===== config.mk =====
export PLATFORM = sky130hd
export DESIGN_NAME = decoder_1553
export DESIGN_NICKNAME = d
export VERILOG_FILES = /design/src/rtl/core_1553_pkg.sv /design/src/rtl/dec_1553_line_front.sv /design/src/rtl/decoder_1553.sv
export SDC_FILE = /design/constraint.sdc
export NUM_CORES = 1
export LEC_CHECK = 0
export CORE_MARGIN = 1.5
export CORE_UTILIZATION = 45
export CTS_CLUSTER_DIAMETER = 100
export DETAILED_ROUTE_END_ITERATION = 10
export HOLD_SLACK_MARGIN = 0.03
export PLACE_DENSITY = 0.71
export SETUP_SLACK_MARGIN = 0.3
export SYNTH_ARGS = -nofsm -noshare
export SYNTH_HDL_FRONTEND = slang
export SYNTH_HIERARCHICAL = 1
export SYNTH_SLANG_ARGS = --single-unit
export TNS_END_PERCENT = 1

===== constraint.sdc =====
create_clock -name dec_clk -period 3.52 [get_ports dec_clk]
set_clock_uncertainty 0.1 [all_clocks]
set_input_delay 0.704 -clock dec_clk [delete_from_list [all_inputs] [get_ports dec_clk]]
set_output_delay 0.704 -clock dec_clk [all_outputs]
set_load 0.005 [all_outputs]

===== src/rtl/core_1553_pkg.sv =====
// core_1553_pkg: shared 1553 constants, decoder state encoding and default oversampling
package core_1553_pkg;
  localparam logic [5:0] SYNC_CSW = 6'b111_000;
  localparam logic [5:0] SYNC_DW  = 6'b000_111;
  localparam int SPB_DEF = 8;
  typedef enum logic [1:0] {IDLE, SYNC2, DATA, DONE} dec_state_e;
endpackage


===== src/rtl/dec_1553_line_front.sv =====
// dec_1553_line_front: synchronizes the differential pair and measures run lengths of the line level
module dec_1553_line_front #(
  parameter int SPB = 8
) (
  input  logic                        dec_clk,
  input  logic                        rst_n,
  input  logic                        rx_data,
  input  logic                        rx_data_n,
  output logic                        line_vld,
  output logic                        line_lvl,
  output logic                        line_chg,
  output logic [$clog2(2*SPB+3)-1:0] run_cnt
);
  localparam int RW = $clog2(2*SPB+3);
  localparam logic [RW-1:0] RUN_MAX = RW'(2*SPB+2);
  logic [1:0] d_q, dn_q;
  logic lvl_q;
  logic [RW-1:0] run_q, run_d;
  assign line_vld = d_q[1] ^ dn_q[1];
  assign line_lvl = d_q[1];
  // a non-zero run_q means the previous sample was valid, so a differing level is a true transition
  assign line_chg = line_vld && run_q != '0 && line_lvl != lvl_q;
  assign run_cnt  = run_q;
  // run length of the level seen so far, restarted on transitions and cleared while the line is idle
  always_comb
    run_d = !line_vld ? '0 : (line_chg || run_q == '0) ? RW'(1) : (run_q == RUN_MAX) ? run_q : run_q + 1'b1;
  // two-flop synchronizers plus the run-length state
  always_ff @(posedge dec_clk or negedge rst_n)
    if (!rst_n) begin
      d_q   <= '0;
      dn_q  <= '0;
      lvl_q <= 1'b0;
      run_q <= '0;
    end else begin
      d_q   <= {d_q[0], rx_data};
      dn_q  <= {dn_q[0], rx_data_n};
      lvl_q <= line_lvl;
      run_q <= run_d;
    end
endmodule


===== src/rtl/decoder_1553.sv =====
// decoder_1553: recovers 1553 words (sync type, 16 data bits, parity check) from an oversampled Manchester stream
module decoder_1553
  import core_1553_pkg::*;
#(
  parameter int SPB        = SPB_DEF,
  parameter bit PARITY_ODD = 1'b0
) (
  input  logic        dec_clk,
  input  logic        rst_n,
  input  logic        rx_data,
  input  logic        rx_data_n,
  output logic [0:15] rx_dword,
  output logic        rx_dval,
  output logic        rx_csw,
  output logic        rx_perr,
  output logic        rx_merr,
  output logic        rx_busy
);
  localparam int TW = $clog2(20*SPB);
  localparam int RW = $clog2(2*SPB+3);
  localparam logic [RW-1:0] SYNC_MIN = RW'(3*SPB/2 - SPB/4);
  localparam logic [RW-1:0] SYNC_MAX = RW'(2*SPB+1);
  localparam logic [TW-1:0] T_CHK  = TW'(3*SPB/4);
  localparam logic [TW-1:0] T_A0   = TW'(3*SPB/2 + SPB/4);
  localparam logic [TW-1:0] T_HALF = TW'(SPB/2);
  localparam logic [TW-1:0] T_BIT  = TW'(SPB);
  logic line_vld, line_lvl, line_chg;
  logic [RW-1:0] run_cnt;
  dec_state_e state_q;
  logic [TW-1:0] timer_q, nxt_a_q;
  logic sync_q, a_q;
  logic [4:0] bit_q;
  logic [16:0] sh_q, sh_d;
  logic [0:15] dword_q;
  logic dval_q, csw_q, perr_q, merr_q;
  logic sync_edge, hit_a, hit_b, half_ok;

  dec_1553_line_front #(.SPB(SPB)) u_front (
    .dec_clk   (dec_clk),
    .rst_n     (rst_n),
    .rx_data   (rx_data),
    .rx_data_n (rx_data_n),
    .line_vld  (line_vld),
    .line_lvl  (line_lvl),
    .line_chg  (line_chg),
    .run_cnt   (run_cnt)
  );

  assign sh_d      = {sh_q[15:0], a_q};
  assign sync_edge = line_chg && run_cnt >= SYNC_MIN && run_cnt <= SYNC_MAX;
  assign hit_a     = timer_q == nxt_a_q;
  assign hit_b     = timer_q == nxt_a_q + T_HALF;
  assign half_ok   = line_vld && line_lvl != a_q;
  assign rx_dword  = dword_q;
  assign rx_dval   = dval_q;
  assign rx_csw    = csw_q;
  assign rx_perr   = perr_q;
  assign rx_merr   = merr_q;
  assign rx_busy   = state_q != IDLE;

  // word FSM; timer_q holds the index of the sample being examined, with the sync mid-edge sample as index 0
  always_ff @(posedge dec_clk or negedge rst_n)
    if (!rst_n) begin
      state_q <= IDLE;
      timer_q <= '0;
      nxt_a_q <= '0;
      sync_q  <= 1'b0;
      a_q     <= 1'b0;
      bit_q   <= '0;
      sh_q    <= '0;
      dword_q <= '0;
      dval_q  <= 1'b0;
      csw_q   <= 1'b0;
      perr_q  <= 1'b0;
      merr_q  <= 1'b0;
    end else begin
      dval_q  <= 1'b0;
      merr_q  <= 1'b0;
      timer_q <= timer_q + 1'b1;
      case (state_q)
        IDLE:
          if (sync_edge) begin
            state_q <= SYNC2;
            sync_q  <= !line_lvl;
            timer_q <= TW'(1);
          end
        SYNC2:
          if (timer_q == T_CHK) begin
            state_q <= (line_vld && line_lvl != sync_q) ? DATA : IDLE;
            nxt_a_q <= T_A0;
            bit_q   <= '0;
          end
        DATA:
          if (hit_a) begin
            a_q <= line_lvl;
            if (!line_vld) begin
              merr_q  <= 1'b1;
              state_q <= IDLE;
            end
          end else if (hit_b) begin
            if (!half_ok) begin
              merr_q  <= 1'b1;
              state_q <= IDLE;
            end else begin
              sh_q    <= sh_d;
              nxt_a_q <= nxt_a_q + T_BIT;
              bit_q   <= bit_q + 1'b1;
              if (bit_q == 5'd16) begin
                state_q <= DONE;
                dval_q  <= 1'b1;
                dword_q <= sh_d[16:1];
                csw_q   <= sync_q;
                perr_q  <= (^sh_d) != PARITY_ODD;
              end
            end
          end
        DONE:
          state_q <= IDLE;
        default:
          state_q <= IDLE;
      endcase
    end
endmodule


==> results of run 1 <==
[routing by layer]
layer	track usage, %	wire, microns	vias to the layer above
li1	-	-	1066
met1	22.05	2966	1139
met2	23.84	2933	28
met3	4.269	168	7
met4	6.538	85	0
met5	0	0	-
[state kept, by name, summed over array words and instances (netlist names), 2 cells and up]
register         cells
state_q              2
timer_q              8
u_front/dn_q         2
u_front/run_cnt      5
sh_q                16
bit_q                5
u_front/d_q          2
nxt_a_q              6
rx_dword            16
[kinds of logic after synthesis]
| family | Yosys count | share of synthesized area (%) |
|---|---|---|
| compound gates | 35 | 6.904 |
| xor+xnor | 37 | 9.623 |
| fa+ha+maj | 9 | 3.138 |
| buf+inv | 22 | 4.010 |
| flops | 69 | 48.12 |
| mux | 42 | 14.61 |
| simple gates | 73 | 13.60 |
[final cells by class]
class | count | area, sq um | area share [%]
Sequential cell | 69 | 1727 | 42.53
Multi-Input combinational cell | 196 | 1718 | 42.31
Timing Repair Buffer | 28 | 265.3 | 6.533
Tap cell | 102 | 127.6 | 3.143
Clock buffer | 9 | 123.9 | 3.051
Clock inverter | 6 | 65.06 | 1.602
Inverter | 9 | 33.78 | 0.8321
[synth_stat cells (2+ instances only)]
master / n / area (sq um)
sky130_fd_sc_hd__nor2b_1: 2 / 12.51
sky130_fd_sc_hd__o21ai_0: 8 / 40.04
sky130_fd_sc_hd__clkbuf_1: 3 / 11.26
sky130_fd_sc_hd__nand3_1: 5 / 25.02
sky130_fd_sc_hd__or4_1: 2 / 15.01
sky130_fd_sc_hd__nand4_1: 2 / 12.51
sky130_fd_sc_hd__xor2_1: 12 / 105.1
sky130_fd_sc_hd__ha_1: 9 / 112.6
sky130_fd_sc_hd__buf_6: 5 / 56.30
sky130_fd_sc_hd__dfrtp_1: 69 / 1727
sky130_fd_sc_hd__mux2i_1: 4 / 40.04
sky130_fd_sc_hd__inv_1: 9 / 33.78
sky130_fd_sc_hd__nand3b_1: 2 / 15.01
sky130_fd_sc_hd__o22ai_1: 2 / 12.51
sky130_fd_sc_hd__nor2_1: 14 / 52.55
sky130_fd_sc_hd__a21oi_1: 9 / 45.04
sky130_fd_sc_hd__nand2_1: 5 / 18.77
sky130_fd_sc_hd__nor3_1: 6 / 30.03
sky130_fd_sc_hd__or2_2: 3 / 18.77
sky130_fd_sc_hd__buf_2: 3 / 15.01
sky130_fd_sc_hd__nand4bb_1: 6 / 67.56
sky130_fd_sc_hd__xnor2_1: 23 / 201.4
sky130_fd_sc_hd__a221oi_1: 2 / 17.52
sky130_fd_sc_hd__o211ai_1: 7 / 52.55
sky130_fd_sc_hd__and3_1: 7 / 43.79
sky130_fd_sc_hd__mux2_4: 15 / 225.2
sky130_fd_sc_hd__mux2_2: 23 / 259.0
sky130_fd_sc_hd__nand2b_1: 6 / 37.54
[worst register-to-register path, cell delays in order, from the launching register on]
cell and delay [ps]:
sky130_fd_sc_hd__dfrtp_1 480, sky130_fd_sc_hd__ha_1 300, sky130_fd_sc_hd__o21ba_2 210, sky130_fd_sc_hd__a221oi_1 340, sky130_fd_sc_hd__o2111ai_2 210, sky130_fd_sc_hd__buf_4 230, sky130_fd_sc_hd__nand3b_4 380, sky130_fd_sc_hd__mux2_4 410
[stage by stage]
stage	hold WS, ps	instance area [sq um]	std cells	total power [W]	setup slack (ps)
after floorplan	231.2	3588	287	0.0008342	1114
after global placement	231.3	3871	404	0.0008574	873.4
after detailed placement	236.2	3871	404	0.0008584	775.8
after CTS	252.2	4060	419	0.001481	758.9
after global routing	261.5	4060	419	0.001532	615.9
final	250.3	4060	419	0.001470	748.1
[worst paths after layout]
| path | depth (start not counted) | slack, ps | end |
|---|---|---|---|
| setup reg to reg | 7 | 750 | rx_perr |
| hold / removal | 0 | 250 | u_front/dn_q[1] |
| min in group asynchronous | 2 | 440 | timer_q[6] |
| max in group asynchronous | 2 | 2310 | sh_q[8] |
| setup / recovery | 7 | 750 | rx_perr |
| hold reg to reg | 0 | 250 | u_front/dn_q[1] |
[power by group]
group / internal, W / total [W] / switching (W)
registers: 0.000797 / 0.000802 / 0.00000541
clock network: 0.000323 / 0.000629 / 0.000306
logic: 0.0000133 / 0.0000388 / 0.0000255
total: 0.00113 / 0.00147 / 0.000337
==> results by group, run 1 <==
Final layout
  • Ratio of cells with drive above 1 in the final layout: a little under a quarter
  • Commonest non-fill, non-tap cells in the layout: sky130_fd_sc_hd__dfrtp_1 (69), sky130_fd_sc_hd__xnor2_1 (23), sky130_fd_sc_hd__mux2_2 (23), sky130_fd_sc_hd__clkdlybuf4s50_1 (23), sky130_fd_sc_hd__mux2_4 (15)
  • Final-stage net count: 326
  • Area delta synth->final: 13.14%
  • Commonest non-fill, non-tap cell in the layout: sky130_fd_sc_hd__dfrtp_1
  • Fillcell total: ~650
  • Utilization of the core after routing: 52.54%
  • Antenna diode count: 0

Critical path
  • Critical path launch point type: register
  • Buffers and inverters on the worst path: 1
  • Start of the worst register-to-register path: nxt_a_q[1]
  • Largest stage delay, worst path: 480 ps
  • Ordered list of cells on the worst path: ha_1, o21ba_2, a221oi_1, o2111ai_2, buf_4, nand3b_4, mux2_4
  • Slowest stage cell, crit path: sky130_fd_sc_hd__dfrtp_1
  • Class of the most critical setup path: reg -> reg
  • Required arrival time at the worst endpoint: 3650 ps
  • Highest fanout seen on the critical path: 19
  • Critical Path Sink Type: register
  • Crit path DAT: 2910 ps
  • Cell type group with the largest total delay on the critical path: compound AO/OA/AOI/OAI gates
  • Start point of the critical path: nxt_a_q[1]

Clock tree
  • CTS clk-pin slew, worst paths: 80 ps
  • Longest Clk Path Bufs: 2
  • CTS tree: built
  • Sinks on Clock Net: 69
  • Number of setup buffers added after CTS: 0
  • Number of levels the H-tree was split into: 3
  • Count of hold buffers inserted by post-cts repair: 0
  • Number of resized instances in the post-cts repair step: 0
  • TritonCTS buffer count: 9
  • CTS Root Buffer Type: sky130_fd_sc_hd__clkbuf_8
  • Later-pin clock latency in the skew report: about 340 ps

Place
  • Dpl hpwl: 4.086 mm
  • Buffers added on ports: 24
  • Weighted congestion at the end of routability-driven global placement: 0.7930

STA
  • Post-route clock period utilization: 78.75%
  • Worst slew pin tran: between 800 and 900 ps
  • Remaining max-slew budget at the tightest pin: 43.06%
  • Final critical delay including setup and external delays: between 2000 and 3000 ps
  • Achievable Freq: 360.8 MHz
  • Final-report hold violation count: 0
  • Setup TNS: 0 ps
  • Setup repair after global routing missed its margin: false
  • Final slew viol count: 0
  • Finish-stage setup viols: 0

GRT
  • First-pass GRT wire length: between 10 and 15 mm
  • Total congestion overflow: 0
  • Largest net degree at the start of global routing: 70
  • GRT Total Usage: 15.99%
  • Antenna violations before repair: 0
  • Via count of the first global-routing pass: between 2k and 2.5k

Power and ir drop
  • Leakage power: 1.861 nW
  • Power per unit of standard cell area: ~360 mW/mm^2
  • Maximum vdd drop: 271.8 uV

Drt
  • # DRC: 0
  • DRC violation total after the first TritonRoute iteration: 88
  • Count of vias placed by the detailed router: 2240
  • Router iterations before antenna repair: 4
  • Final Routed Wirelength: 6.153 mm
  • Wirelength per Cell: 14.68 microns
  • Post-route antenna net violation count: 0
  • Ratio of routed vias to standard cells: 5.346

Synthesis
  • Synth Area per Inst: 12.50 sq um
  • Area of the mapped netlist: 0.003588 sq mm
  • Sequential area share after synthesis: 48.12%
  • Number of flops mapped to enable cells by yosys: 0
  • Most common flop cell mapped by yosys: sky130_fd_sc_hd__dfrtp_1
  • Number of instances in the synthesized netlist: 287
  • Syn_nets: 300
  • Flop and latch count out of synthesis: a little under 70
  • Count of warnings emitted by yosys: 6
  • Number of distinct library cells after synthesis: 52
  • Post-synthesis async set-or-reset flop share: 100.0%

Worst hold path
  • Hold Path Origin: u_front/dn_q[0]
  • Hold Crit Class: reg -> reg

Run
  • Max-Cap Viols: 0

Outcome
  • Outcome: completed

Floorplan
  • Number of cell rows: 32
  • Die boundary width: ~92 microns
  • IO Pins: 25
  • Y dimension of the die: about 90 microns
  • Initial core utilization: 46.44%
  • Core area: 0.007727 sq mm
  • Die Area: 0.008519 sq mm
Note: power is estimated with default switching activity, not from simulation.
==> run 2, diff against run 1 <==
- clock period: 3.52 -> 2.6 ns (I/O delays scaled with it)
==> run 2 against run 1 <==
Via count grew 4.9%. Clock power grew 45%. Maximum frequency grew 16%. Sequential share of layout area shrank 3.9 points. Cell count grew 7.2%. Flip-flop and latch count is the same. Core utilization grew 5.4 points. Setup slack lost 540 ps. Critical endpoint is now sh_q[3]. Total power grew 40%. Count of clock-buffer cells in the layout is the same. Highest routed layer unchanged.
==> results by group, run 2 (synthesis gave the netlist of run 1 again) <==
GRT
  • Total congestion overflow: 0
  • Antenna violations before repair: 0
  • Largest net degree at the start of global routing: 30
  • First-pass GRT wire length: 11.46 mm
  • Via count of the first global-routing pass: 2358
  • GRT Total Usage: between 10% and 20%

Floorplan
  • Die Area: 0.008519 sq mm
  • Die boundary width: 92.30 microns
  • Initial core utilization: 46.44%
  • Y dimension of the die: between 90 and 100 microns
  • IO Pins: 25
  • Core area: 0.007727 sq mm
  • Number of cell rows: 32

Final layout
  • Ratio of cells with drive above 1 in the final layout: 31.70%
  • Non-filler instance count after layout: 449
  • Commonest non-fill, non-tap cell in the layout: sky130_fd_sc_hd__dfrtp_1
  • Area delta synth->final: 24.79%
  • Fin area: 0.004478 sq mm
  • Utilization of the core after routing: 57.95%
  • Commonest non-fill, non-tap cells in the layout: sky130_fd_sc_hd__dfrtp_1 (67), sky130_fd_sc_hd__mux2_4 (26), sky130_fd_sc_hd__buf_4 (24), sky130_fd_sc_hd__xnor2_1 (23), sky130_fd_sc_hd__clkdlybuf4s50_1 (23)
  • Antenna diode count: 0
  • Fillcell total: 612
  • Final-stage net count: 355

STA
  • Worst slew pin tran: 542.9 ps
  • Setup TNS: 0 ps
  • Final-report hold violation count: 0
  • Remaining max-slew budget at the tightest pin: a little under two thirds
  • Final critical delay including setup and external delays: around 2400 ps
  • Post-route clock period utilization: 92.02%
  • Achievable Freq: between 400 and 500 MHz
  • Setup repair after global routing missed its margin: true
  • Finish-stage setup viols: 0
  • Final slew viol count: 0

Place
  • Dpl hpwl: between 4 and 5 mm
  • Number of placed cells counting well taps: between 400 and 500
  • Buffers added on ports: 24
  • Weighted congestion at the end of routability-driven global placement: 0.8012
  • Cell Area, Placed: 0.003995 sq mm

Critical path
  • Critical Path Sink Type: register
  • Endpoint of the lowest-slack register-to-register path: sh_q[3]
  • Start of the worst register-to-register path: nxt_a_q[1]
  • Class of the most critical setup path: reg -> reg
  • Crit path DAT: about 2500 ps
  • Highest fanout seen on the critical path: 5
  • Register-to-Register Path Depth: 8
  • Critical path launch point type: register
  • Reg2Reg Setup Slack: 210 ps
  • Required arrival time at the worst endpoint: around 2700 ps

Clock tree
  • TritonCTS buffer count: 9
  • Number of levels the H-tree was split into: 3
  • Count of hold buffers inserted by post-cts repair: 0
  • Later-pin clock latency in the skew report: 350 ps
  • CTS Root Buffer Type: sky130_fd_sc_hd__clkbuf_8
  • Longest Clk Path Bufs: 2
  • CTS clk-pin slew, worst paths: 80 ps
  • CTS tree: built
  • Sinks on Clock Net: 69

Drt
  • Post-route antenna net violation count: 0
  • Count of vias placed by the detailed router: 2350
  • Router iterations before antenna repair: 4
  • DRC violation total after the first TritonRoute iteration: between 100 and 150
  • Ratio of routed vias to standard cells: between 5 and 6
  • Final Routed Wirelength: a little over 7 mm
  • Wirelength per Cell: 16.19 microns
  • # DRC: 0

Run
  • Max-Cap Viols: 0

Power and ir drop
  • Leakage power: 2.052 nW
  • Maximum vdd drop: 398.4 uV
  • Power per unit of standard cell area: 459.4 mW/mm^2

Worst hold path
  • Hold Crit Class: in -> async

Outcome
  • Outcome: completed
[run 2: what timing repair did]
action,CTS,global route
endpoints found under the setup margin,38,45
pin swaps,5,5
gates cloned,1,2
endpoints found under the hold margin,0,0
buffers inserted,12,2
gates resized for setup,8,14
[run 2: worst max-delay path, stage by stage, from the launching register on]
cell and delay, ps:
sky130_fd_sc_hd__dfrtp_2 460, sky130_fd_sc_hd__ha_4 190, sky130_fd_sc_hd__o21ba_4 190, sky130_fd_sc_hd__a221oi_2 270, sky130_fd_sc_hd__o2111ai_2 250, sky130_fd_sc_hd__nor2b_4 220, sky130_fd_sc_hd__buf_6 150, sky130_fd_sc_hd__clkbuf_16 150
sky130_fd_sc_hd__mux2_4 290
[run 2: final cells by class]
cell class,instances,area [sq um],share of cell area (%)
flip-flops and latches,69,1729,38.61
clock inverters,7,81.33,1.816
multi-input cells,196,1795,40.09
well taps,102,127.6,2.850
clock buffers,9,123.9,2.766
repair buffers,57,586.8,13.10
inverters,9,33.78,0.7544
[run 2: worst max path at each step]
stage	from	slack [ps]	to
after floorplan	nxt_a_q[6]	280	rx_csw
final	nxt_a_q[1]	210	sh_q[3]
after detailed placement	nxt_a_q[3]	110	rx_dword[6]
after CTS	timer_q[2]	250	sh_q[1]
after global routing	nxt_a_q[1]	150	sh_q[3]
after global placement	nxt_a_q[3]	180	rx_perr
[run 2: where the power goes]
part	switching, W	internal (W)	leakage (nW)
combinational	0.0000375	0.0000234	1.02
sequential	0.00000732	0.00108	0.933
clock	0.000455	0.000456	0.101
total	0.000499	0.00156	2.05
[run 2: through the flow]
step	setup WS (ps)	total power (W)	hold slack (ps)
floorplan	276.3	0.001129	124.4
global placement	183.8	0.001167	232.9
detailed placement	114.0	0.001169	235.6
CTS	252.5	0.002082	57.90
global route	149.8	0.002138	83.18
finish	207.6	0.002057	52.67
[run 2: per-layer routing]
| metal | wire [microns] | up-vias | share of wire (%) | global-route usage, % |
|---|---|---|---|---|
| li1 | - | 1117 | - | - |
| met1 | 3322 | 1198 | 46 | 22.24 |
| met2 | 3652 | 25 | 50 | 28.98 |
| met3 | 140 | 10 | 1.9 | 3.695 |
| met4 | 153 | 0 | 2.1 | 8.846 |
| met5 | 0 | - | 0 | 0 |
==> run 3, diff against run 2 <==
- RECOVER_POWER: not set -> 50
==> run 3 against run 2 <==
Critical path type unchanged. Largest power group unchanged. Wire length increased by 0.41%. First-iteration DRC count decreased by 24%. Total power decreased by 0.21%.
==> results by group, run 3 (synthesis gave the netlist of run 1 again) <==
STA
  • Worst slew pin tran: between 1000 and 1500 ps
  • Setup TNS: 0 ps
  • Final critical delay including setup and external delays: ~2400 ps
  • Final-report hold violation count: 0
  • Setup repair after global routing missed its margin: true
  • Final slew viol count: 0
  • Post-layout worst setup margin: 209.2 ps
  • Remaining max-slew budget at the tightest pin: approximately 18%
  • Finish-stage setup viols: 0
  • Post-route clock period utilization: between 90% and 100%
  • Achievable Freq: 418.3 MHz

Power and ir drop
  • Maximum vdd drop: about 400 uV
  • Power per unit of standard cell area: 461.5 mW/mm^2
  • Leakage power: 2.043 nW

Floorplan
  • IO Pins: 25
  • Die boundary width: 92.30 microns
  • Core area: 0.007727 sq mm
  • Die Area: 0.008519 sq mm
  • Initial core utilization: 46.44%
  • Number of cell rows: 32
  • Y dimension of the die: 92.30 microns

Worst hold path
  • Hold Crit Class: reg -> reg

Outcome
  • Outcome: completed

Drt
  • Post-route antenna net violation count: 0
  • Met3 Routed Length: 151 microns
  • Ratio of routed vias to standard cells: between 5 and 6
  • Topmost layer with routed signal wires: met4
  • Wirelength per Cell: 16.25 microns
  • # DRC: 0
  • DRC violation total after the first TritonRoute iteration: between 90 and 100
  • Router iterations before antenna repair: 4
  • Metal1 wirelength: 3.347 mm
  • Count of vias placed by the detailed router: between 2k and 2.5k
  • Final Routed Wirelength: 7.298 mm
  • DR WL met2: 3.647 mm

GRT
  • Total congestion overflow: 0
  • Antenna violations before repair: 0
  • Largest net degree at the start of global routing: 30
  • First-pass GRT wire length: 11.46 mm
  • GRT Total Usage: roughly 18%
  • Via count of the first global-routing pass: between 2k and 2.5k

Critical path
  • Highest fanout seen on the critical path: 5
  • Class of the most critical setup path: reg -> reg
  • Critical path launch point type: register
  • Critical Path Sink Type: register
  • Required arrival time at the worst endpoint: 2740 ps
  • Crit path DAT: 2530 ps

Clock tree
  • TritonCTS buffer count: 9
  • CTS tree: built
  • Later-pin clock latency in the skew report: roughly 350 ps
  • Count of hold buffers inserted by post-cts repair: 0
  • CTS Root Buffer Type: sky130_fd_sc_hd__clkbuf_8
  • Longest Clk Path Bufs: 2
  • Sinks on Clock Net: 69
  • CTS clk-pin slew, worst paths: 80 ps
  • Number of levels the H-tree was split into: 3

Place
  • Weighted congestion at the end of routability-driven global placement: 0.8012
  • Dpl hpwl: between 4 and 5 mm
  • Dpl ws: 114.0 ps
  • Buffers added on ports: 24

Final layout
  • Utilization of the core after routing: a little under three fifths
  • Area delta synth->final: 23.95%
  • Antenna diode count: 0
  • Commonest non-fill, non-tap cells in the layout: sky130_fd_sc_hd__dfrtp_1 (67), sky130_fd_sc_hd__mux2_4 (26), sky130_fd_sc_hd__xnor2_1 (24), sky130_fd_sc_hd__buf_4 (23), sky130_fd_sc_hd__clkdlybuf4s50_1 (21)
  • Ratio of cells with drive above 1 in the final layout: 30.55%
  • Commonest non-fill, non-tap cell in the layout: sky130_fd_sc_hd__dfrtp_1
  • Final-stage net count: between 300 and 400

Run
  • Max-Cap Viols: 0
==> run 3: worst paths after layout <==
kind	startpoint	endpoint	slack, ps	depth (start not counted)
max	nxt_a_q[1]	sh_q[3]	210	8
min	u_front/d_q[0]	u_front/d_q[1]	250	0
max reg2reg	nxt_a_q[1]	sh_q[3]	210	8
min reg2reg	u_front/d_q[0]	u_front/d_q[1]	250	0
max in group asynchronous	rst_n	u_front/d_q[0]	790	2
min in group asynchronous	rst_n	nxt_a_q[7]	310	1
==> run 3: where the power goes <==
group / internal, W / switching [W] / leakage (nW)
Combinational: 0.0000185 / 0.0000373 / 1.01
Sequential: 0.00108 / 0.00000690 / 0.933
Clock: 0.000456 / 0.000456 / 0.101
Total: 0.00155 / 0.000500 / 2.04
==> run 3: what timing repair did <==
action,in CTS,in global routing
hold endpoints to repair,0,0
setup endpoints to repair,38,45
gates resized for setup,8,14
setup buffers,12,2
cloned,1,2
pin swaps,5,5
==> run 3: cell type report <==
| class | instances | area [sq um] |
|---|---|---|
| Clock buffer | 9 | 123.9 |
| Clock inverter | 7 | 81.33 |
| Fill cell | 615 | 3279 |
| Inverter | 9 | 33.78 |
| Multi-Input combinational cell | 196 | 1784 |
| Sequential cell | 69 | 1729 |
| Tap cell | 102 | 127.6 |
| Timing Repair Buffer | 57 | 568.0 |
==> run 3: per-stage QoR <==
step	hold slack (ps)	power [W]	instances	instance area, sq um
6_report	254.8	0.002053	449	4448
5_1_grt	265.6	0.002132	449	4448
4_1_cts	57.90	0.002082	445	4359
3_5_place_dp	235.6	0.001169	416	3995
3_3_place_gp	232.9	0.001167	416	3995
2_1_floorplan	124.4	0.001129	287	3600
==> run 3: critical path, stage by stage (launching register included) <==
cell                        delay (ps)
sky130_fd_sc_hd__dfrtp_2           460
sky130_fd_sc_hd__ha_4              190
sky130_fd_sc_hd__o21ba_4           190
sky130_fd_sc_hd__a221oi_2          270
sky130_fd_sc_hd__o2111ai_2         250
sky130_fd_sc_hd__nor2b_4           220
sky130_fd_sc_hd__buf_6             150
sky130_fd_sc_hd__clkbuf_16         150
sky130_fd_sc_hd__mux2_4            290
==> run 3: per-layer routing <==
metal  vias to the layer above  track usage [%]
li1                       1119                -
met1                      1208            22.24
met2                        25            28.98
met3                        10            3.695
met4                         0            8.846
met5                         -                0
